$ cat src/rtl/if_prefetch_unit_pkg.sv
// Shared types and defaults for the instruction-fetch prefetch unit.
package if_prefetch_unit_pkg;
  typedef enum logic [1:0] {
    BOOT  = 2'd0,
    FETCH = 2'd1,
    FLUSH = 2'd2
  } pf_state_e;

  localparam logic [31:0] NOP_INST     = 32'h0000_0013;
  localparam logic [31:0] RESET_PC_DEF = 32'h0000_0000;
  localparam int          DEPTH_DEF    = 4;
endpackage

$ cat src/rtl/if_fetch_fifo.sv
// Circular buffer with push/pop/clear; clear wins over push and pop.
module if_fetch_fifo #(
  parameter int DEPTH = 4,
  parameter int W     = 64,
  localparam int CW   = $clog2(DEPTH + 1),
  localparam int PW   = (DEPTH > 1) ? $clog2(DEPTH) : 1
) (
  input  logic          clk,
  input  logic          rst,
  input  logic          clear,
  input  logic          push,
  input  logic          pop,
  input  logic [W-1:0]  wdata,
  output logic [W-1:0]  rdata,
  output logic [CW-1:0] count,
  output logic          full,
  output logic          empty
);
  logic [W-1:0]  mem [DEPTH];
  logic [PW-1:0] rd_ptr, wr_ptr;
  logic          do_push, do_pop;

  function automatic logic [PW-1:0] nxt(input logic [PW-1:0] p);
    return (p == PW'(DEPTH - 1)) ? '0 : p + 1'b1;
  endfunction

  assign empty   = (count == '0);
  assign full    = (count == CW'(DEPTH));
  assign do_pop  = pop && !empty && !clear;
  assign do_push = push && (!full || do_pop) && !clear;
  assign rdata   = mem[rd_ptr];

  always_ff @(posedge clk or negedge rst) begin
    if (!rst) begin
      rd_ptr <= '0;
      wr_ptr <= '0;
      count  <= '0;
    end else if (clear) begin
      rd_ptr <= '0;
      wr_ptr <= '0;
      count  <= '0;
    end else begin
      if (do_push) wr_ptr <= nxt(wr_ptr);
      if (do_pop)  rd_ptr <= nxt(rd_ptr);
      count <= count + CW'(do_push) - CW'(do_pop);
    end
  end

  // Storage is never reset; validity comes from the pointers alone.
  always_ff @(posedge clk) begin
    if (do_push) mem[wr_ptr] <= wdata;
  end
endmodule

$ cat src/rtl/if_prefetch_unit.sv
// IF-stage prefetcher: in-order IMEM fetch, PC-tagged prefetch queue, redirect flush.
module if_prefetch_unit
  import if_prefetch_unit_pkg::*;
#(
  parameter int                 DWIDTH   = 32,
  parameter int                 IWIDTH   = 32,
  parameter int                 DEPTH    = DEPTH_DEF,
  parameter logic [DWIDTH-1:0]  RESET_PC = DWIDTH'(RESET_PC_DEF)
) (
  input  logic              clk,
  input  logic              rst,
  output logic              imem_req_valid,
  output logic [DWIDTH-1:0] imem_req_addr,
  input  logic              imem_req_ready,
  input  logic              imem_rsp_valid,
  input  logic [IWIDTH-1:0] imem_rsp_inst,
  input  logic              redirect_valid,
  input  logic [DWIDTH-1:0] redirect_pc,
  input  logic              stall,
  output logic              if_valid,
  output logic [IWIDTH-1:0] if_inst,
  output logic [DWIDTH-1:0] if_pc
);
  localparam int CW = $clog2(DEPTH + 1);
  localparam int QW = IWIDTH + DWIDTH;

  pf_state_e         state;
  logic [DWIDTH-1:0] fetch_pc;
  logic [CW-1:0]     outstanding, discard, out_net;
  logic [CW:0]       inflight;
  logic              req_hs, rsp_acc, q_push, q_pop;

  logic [QW-1:0]     q_rdata;
  logic [CW-1:0]     q_count, tag_count;
  logic              q_full, q_empty, tag_full, tag_empty;
  logic [DWIDTH-1:0] tag_pc;
  logic              unused_ok;

  // Queue slots are reserved for every in-flight request, so the queue cannot overflow.
  assign inflight       = {1'b0, q_count} + {1'b0, outstanding};
  assign imem_req_valid = (state == FETCH) && (inflight < (CW+1)'(DEPTH)) && !redirect_valid;
  assign imem_req_addr  = fetch_pc;
  assign req_hs         = imem_req_valid && imem_req_ready;
  assign rsp_acc        = imem_rsp_valid && (outstanding != '0);
  assign out_net        = outstanding - CW'(rsp_acc);
  assign q_push         = (state == FETCH) && rsp_acc && !redirect_valid;
  assign q_pop          = if_valid && !stall && !redirect_valid;

  assign if_valid = !q_empty;
  assign if_inst  = q_empty ? IWIDTH'(NOP_INST) : q_rdata[IWIDTH-1:0];
  assign if_pc    = q_empty ? RESET_PC : q_rdata[IWIDTH +: DWIDTH];

  assign unused_ok = ^{tag_count, tag_full, tag_empty, q_full, redirect_pc[1:0]};

  // PC tags of requests in flight, returned in the same order as IMEM responses.
  if_fetch_fifo #(.DEPTH(DEPTH), .W(DWIDTH)) u_tag_fifo (
    .clk   (clk),
    .rst   (rst),
    .clear (redirect_valid),
    .push  (req_hs),
    .pop   (q_push),
    .wdata (fetch_pc),
    .rdata (tag_pc),
    .count (tag_count),
    .full  (tag_full),
    .empty (tag_empty)
  );

  if_fetch_fifo #(.DEPTH(DEPTH), .W(QW)) u_inst_q (
    .clk   (clk),
    .rst   (rst),
    .clear (redirect_valid),
    .push  (q_push),
    .pop   (q_pop),
    .wdata ({tag_pc, imem_rsp_inst}),
    .rdata (q_rdata),
    .count (q_count),
    .full  (q_full),
    .empty (q_empty)
  );

  always_ff @(posedge clk or negedge rst) begin
    if (!rst) begin
      state       <= BOOT;
      fetch_pc    <= RESET_PC;
      outstanding <= '0;
      discard     <= '0;
    end else begin
      outstanding <= outstanding + CW'(req_hs) - CW'(rsp_acc);
      if (redirect_valid) begin
        // Responses still in flight belong to the old path and must be dropped.
        fetch_pc <= {redirect_pc[DWIDTH-1:2], 2'b00};
        discard  <= out_net;
        state    <= (out_net != '0) ? FLUSH : FETCH;
      end else begin
        if (req_hs) fetch_pc <= fetch_pc + DWIDTH'(4);
        case (state)
          BOOT:  state <= FETCH;
          FLUSH: begin
            if (rsp_acc) begin
              discard <= discard - 1'b1;
              if (discard <= CW'(1)) state <= FETCH;
            end else if (discard == '0) begin
              state <= FETCH;
            end
          end
          default: state <= state;
        endcase
      end
    end
  end
endmodule
$ cat config.mk
export PLATFORM = sky130hd
export DESIGN_NAME = if_prefetch_unit
export DESIGN_NICKNAME = d
export VERILOG_FILES = /design/src/rtl/if_prefetch_unit_pkg.sv /design/src/rtl/if_fetch_fifo.sv /design/src/rtl/if_prefetch_unit.sv
export SDC_FILE = /design/constraint.sdc
export NUM_CORES = 1
export LEC_CHECK = 0
export ABC_CLOCK_PERIOD_IN_PS = 5090
export CAP_MARGIN = 20
export CORE_UTILIZATION = 61
export CTS_CLUSTER_SIZE = 28
export DETAILED_ROUTE_END_ITERATION = 10
export PLACE_DENSITY = 0.82
export SLEW_MARGIN = 10
export SYNTH_ARGS = -nofsm -noshare
export SYNTH_HDL_FRONTEND = slang
export SYNTH_SLANG_ARGS = --single-unit
$ cat constraint.sdc
create_clock -name clk -period 5.09 [get_ports clk]
set_input_delay 0.7635 -clock clk [delete_from_list [all_inputs] [get_ports clk]]
set_output_delay 0.7635 -clock clk [all_outputs]
set_load 0.005 [all_outputs]
# Yosys cells after proc, flatten, opt, wreduce, memory -nomap -nowiden
# Memory sizes are Yosys's and may differ from the RTL's.
# Index checks and enable logic that the tools add are counted.
# Widths: inputs -> output; s select.
dict set report word_totals {
  reg_bits 54
  mem_bits_rw 384
  input_bits 70
  wordCells 109
  mem_count 2
}
# memory words word_bits read_ports rd_clocked_by_memory_dff write_ports line_no
set mem_list {}
lappend mem_list {u_inst_q.mem 4 64 1 0 1 if_fetch_fifo.sv:19} ;# logic [W-1:0] mem [DEPTH];
lappend mem_list {u_tag_fifo.mem 4 32 1 0 1 if_fetch_fifo.sv:19}
dict set report op_classes {
  addsub 14
  order_cmp 2
  eq_ne 10
  n_mux 31
  n_reduce_logical 40
}
# cell n
set ops {}
lappend ops {{$mux 32} 4}
lappend ops {{$mux 2} 17}
lappend ops {{$add 32x3->32 const B} 1}
lappend ops {{$logic_and 1x1->1} 16}
lappend ops {{$mux 3} 5}
lappend ops {{$reduce_bool 2->1} 7}
lappend ops {{$sub 3x1->3} 4}
lappend ops {{$eq 2x2->1 const B} 5}
lappend ops {{$add 3x1->3} 3}
lappend ops {{$logic_not 3->1} 3}
lappend ops {{$reduce_bool 3->1} 3}
lappend ops {{$add 2x1->2 const B} 4}
lappend ops {{$ne 4x4->1 const B} 2}
lappend ops {{$eq 3x3->1 const B} 2}
lappend ops {{$logic_not 1->1} 6}
lappend ops {{$add 3x3->4} 1}
lappend ops {{$lt 4x3->1 const B} 1}
lappend ops {{$mux 1} 4}
lappend ops {{$pmux 2 s2} 1}
lappend ops {{$le 3x1->1 const B} 1}
lappend ops {{$reduce_and 3->1} 1}
lappend ops {{$sub 3x1->3 const B} 1}
lappend ops {{$eq 2x1->1 const B} 1}
lappend ops {{$logic_not 2->1} 1}
lappend ops {{other kinds (2)} 3}

# Depth between registers and ports, before layout
dict set report logic_depth {
  ltp_word 12
  ltp_mapped 12
}

# Cells and area by module
# A second synthesis with hierarchy kept.
dict set report unflattened {
  cells_unflattened 945
  area_unflattened_um2 17689.5
}
# mod instances cells_each area_each_um2 seq_area_each_um2
set by_module_without_submodules {}
lappend by_module_without_submodules {{if_fetch_fifo at u_inst_q} 1 382 9711.8 7862.5}
lappend by_module_without_submodules {{if_fetch_fifo at u_tag_fifo} 1 216 5111.2 4018.9}
lappend by_module_without_submodules {if_prefetch_unit 1 347 2866.5 950.9}

# Worst setup path after synthesis
# Ideal clock, no wire load.
dict set report synth_timing {
  path_kind {input to register}
  from {in redirect_valid}
  to {mem u_inst_q.mem[0][0], enable pin}
  setup_ps 426
  t_arrival_ps 3135
  t_required_ps 4664
  setup_slack_ps 1529
  cell_stages 5
  path_buffers 1
  cell_sequence {buf_6 -> nor3b_1 -> nand2_1 -> a21oi_1 -> and2_1}
}
dict set report synth_between {
  elab_chain_len 9
  elab_cells_between_ends 10
  classes_between {mux (2); reduce/logical (8)}
}
# item line_no
set synth_lines {}
lappend synth_lines {{start: declaration} if_prefetch_unit.sv:17} ;# input logic redirect_valid,
lappend synth_lines {{$logic_not 1->1 *} -}
lappend synth_lines {{$logic_and 1x1->1} if_prefetch_unit.sv:47} ;# assign q_pop = if_valid && !stall && !redirect_valid;
lappend synth_lines {{$logic_and 1x1->1 (2 in series)} if_fetch_fifo.sv:29} ;# assign do_pop = pop && !empty && !clear;
lappend synth_lines {{$logic_or 1x1->1} if_fetch_fifo.sv:30} ;# assign do_push = push && (!full || do_pop) && !clear;
lappend synth_lines {{$logic_and 1x1->1} if_fetch_fifo.sv:30}
lappend synth_lines {{$logic_and 1x1->1 *} if_fetch_fifo.sv:30}
lappend synth_lines {{$mux 1 *} if_fetch_fifo.sv:51} ;# if (do_push) mem[wr_ptr] <= wdata;
lappend synth_lines {{$mux 1 (not written as such) *} if_fetch_fifo.sv:51}
lappend synth_lines {{end: declaration} if_fetch_fifo.sv:19}
# Every way passes the cells marked *; elsewhere a longest branch is shown, timed or not.

# Worst setup path after layout
dict set report layout_timing {
  from {reg u_inst_q.rd_ptr[0]}
  to {out if_pc[5]}
}
dict set report layout_between {
  elab_chain_len 2
}
# item line_no
set layout_lines {}
lappend layout_lines {{start: declaration} if_fetch_fifo.sv:20} ;# logic [PW-1:0] rd_ptr, wr_ptr;
lappend layout_lines {{start signal: assignment} if_fetch_fifo.sv:44} ;# if (do_pop) rd_ptr <= nxt(rd_ptr);
lappend layout_lines {{$mem_v2 4x64} -}
lappend layout_lines {{$mux 32} if_prefetch_unit.sv:51} ;# assign if_pc = q_empty ? RESET_PC : q_rdata[IWIDTH +: DWIDTH];
lappend layout_lines {{end: declaration} if_prefetch_unit.sv:22} ;# output logic [DWIDTH-1:0] if_pc
# No other way between the ends.

==> flow_summary.ini <==
[global_routing]
grt_pass1_vias = 9360
grt_max_degree = 68
grt_pass1_wl_um = 53300
grt_overflow = 0
grt.total_usage_pct = 25.1
grt_antenna_before_repair = 0

[clock_tree]
clk_pin_slew_ns = 0.06
cts_buffers = 42
cts_setup_buffers = 0
postCtsHoldBufs = 0
clock_latency_ns = 0.55
clock-sinks = 420
ctsHtreeMaxLevel = 2
cts_resized = 0
cts_tree = done
clockBufferDepth = 3
cts-root-buf = clkbuf_16

[placement]
place_congestion = 0.862
hpwl_um = 20700
dp_slack_ns = 1.33
port_buffers = 161

[synth]
synth_top_area_share_pct = 65.1
seq_area_frac_synth_pct = 72.8
ys_types = 54
yosys_most_used_dff = edfxtp_1
yosysWarnings = 0
ys_ff_latch = 420
synth.area.top_cells = edfxtp_1 65%, mux4_2 12%, dfrtp_1 7.7%
avgSynthCellArea_sq_um = 18.4
yosysTopAreaCell = edfxtp_1
synthCells = 923
async_flop_share_pct = 12.4
synth_edf_count = 368
syn-cell-area_sq_mm = 0.0170

[worst_setup_path]
endpoint = if_pc[5]
worstPathArrival_ns = 2.89
critPathLaunchType = flop
crit_type = flop to primary output
reg2regPathDepth = 8
r2r_slack_ns = 1.72
r2r-end = u_tag_fifo.mem[3][31]$_DFFE_PP_
critPathRequiredTime_ns = 4.33
timing.rr.start = outstanding[2]$_DFF_PN0_
crit_start = u_inst_q.rd_ptr[0]$_DFFE_PN0P_
path_max_fanout = 20
endpoint_kind = primary output

[power_and_ir_drop]
p_comb_share_pct = 21.8
netSwitchingFraction_pct = 25.7
peakVddDrop_uv = 374
switching_power_mw = 2.28
p_leak_nw = 6.74
p_int_mw = 6.59
power.density_mw_per_mm2 = 435
pwr-share-seq_pct = 46.3
p_clk_share_pct = 31.8

[drt]
num_vias = 9168
wire_per_inst_um = 23.0
ant_nets = 0
firstDrtPassIters = 5
drcViolationCount = 0
via_per_inst = 6.04
wirelength_um = 34900
dr.first_iter.drc_count = 794

[sta]
hold_viol_final = 0
fmax_mhz = 274
post-route-period-util_pct = 71.7
finClkSkew_ns = 0.0267
slew_violations = 0
tightestPinTransition_ns = 0.970
fin_crit_ns = 3.65
rsz0062_at_grt = false
relSlewSlack_pct = 34.8
whs_ns = 0.356
setup_violations = 0
setup_tns_ns = 0
setup_ws_ns = 1.44

[cells_and_area]
n_fill_cell = 1509
final_layout_size_suffix_gt1_share_pct = 17.2
n_antenna_cell = 0
layout.nets = 1209
mostFrequentLayoutCell = edfxtp_1
mostFrequentLayoutCells = 368 x edfxtp_1, 159 x clkdlybuf4s50_1, 92 x mux4_2
finish.utilization_pct = 75.4
areaGrowthSynthToFinish_pct = 20.4

[floorplan]
fp.dieH_um = 169
die_w_um = 169
core_sq_mm = 0.0271
rows = 60
dieArea_sq_mm = 0.0285
start_util_pct = 62.6
io_pins = 168

[job]
drv_cap = 0

[worst_hold_path]
worstHoldPathType = input pin to asynchronous set/reset pin

[status]
status = complete, no violations
-- routing by layer --
metal | global-route usage (%) | vias to the layer above | part of all wire, %
li1 | - | 4017 | -
met1 | 34.3 | 4646 | 40
met2 | 43.1 | 441 | 52
met3 | 3.53 | 64 | 6.5
met4 | 6.28 | 0 | 2.2
met5 | 0 | - | 0
-- how the worst min path moves through the flow --
stage | to
after detailed placement | discard[1]$_DFFE_PN0P_
final | imem_req_addr[24]$_DFFE_PN0N_
after global routing | imem_req_addr[24]$_DFFE_PN0N_
after CTS | u_tag_fifo.wr_ptr[0]$_DFFE_PN0P_
after global placement | discard[1]$_DFFE_PN0P_
after floorplan | discard[0]$_DFFE_PN0P_
-- registers in the layout, indices dropped and copies added (netlist names) --
name               cells
u_inst_q.rd_ptr        2
u_tag_fifo.count       3
u_tag_fifo.mem       120
imem_req_addr         30
u_tag_fifo.wr_ptr      2
u_inst_q.count         3
discard                3
state                  2
u_inst_q.wr_ptr        2
u_inst_q.mem         248
u_tag_fifo.rd_ptr      2
outstanding            3
-- stage by stage --
stage | power [mW] | std cells | area (sq um)
5_1_grt | 9.23 | 1518 | 20400
3_5_place_dp | 6.12 | 1438 | 19100
4_1_cts | 8.94 | 1516 | 20400
6_report | 8.88 | 1518 | 20400
3_3_place_gp | 6.06 | 1438 | 19100
2_1_floorplan | 5.13 | 926 | 17000
-- worst max-delay path, stage by stage, from the launching register on --
cell and delay (ns):
dfrtp_4 0.61, buf_4 0.45, mux4_2 0.59, nor2b_1 0.19, clkdlybuf4s50_1 0.51
-- power groups by stage --
stage	registers (mW)	logic (mW)	clock network, mW
after floorplan	4.10	1.03	0
after detailed placement	4.18	1.95	0
after CTS	4.11	1.97	2.86
after global routing	4.13	2.11	2.99
after global placement	4.16	1.89	0
final	4.11	1.94	2.83
-- cell usage after synthesis, types with 2 or more instances --
cell / instances
ha_1: 24
mux4_2: 92
o31a_1: 2
nand3_1: 24
buf_2: 8
a32oi_1: 3
fa_1: 3
buf_6: 3
nor3b_1: 2
inv_1: 22
xor2_1: 8
a41oi_1: 2
nand2_1: 44
or2_2: 4
mux2i_1: 10
a22oi_1: 3
dfrtp_1: 52
nand4_1: 9
a31oi_1: 4
and3_1: 8
o21ai_0: 26
a21oi_1: 6
clkbuf_1: 27
nor3_1: 12
buf_4: 5
a21o_1: 2
and2_1: 10
xnor2_1: 8
or3_1: 2
nor4_1: 5
o211ai_1: 4
nor2b_1: 62
o311ai_0: 4
buf_1: 2
edfxtp_1: 368
nor2_1: 33
o31ai_1: 2
or4_1: 2
-- cell type report --
cell class                 count  area, sq um  share of cell area [%]
clock buffer                  53         1100                    5.40
clock inverter                25          161                   0.790
multi-input combinational    438         4330                    21.2
inverter                      23         86.3                   0.423
timing repair buffer         187         1920                    9.41
sequential                   420        12400                    60.5
tap                          372          465                    2.28
-- cells by family after synthesis --
| family | Yosys count | synth area share, % |
|---|---|---|
| other cells | 1 | 0.0221 |
| simple gates | 223 | 7.01 |
| flops | 420 | 72.8 |
| fa+ha+maj | 27 | 2.12 |
| mux | 102 | 12.8 |
| compound gates | 66 | 2.60 |
| xor+xnor | 16 | 0.826 |
| buf+inv | 68 | 1.81 |
(Power assumes the default switching activity.)
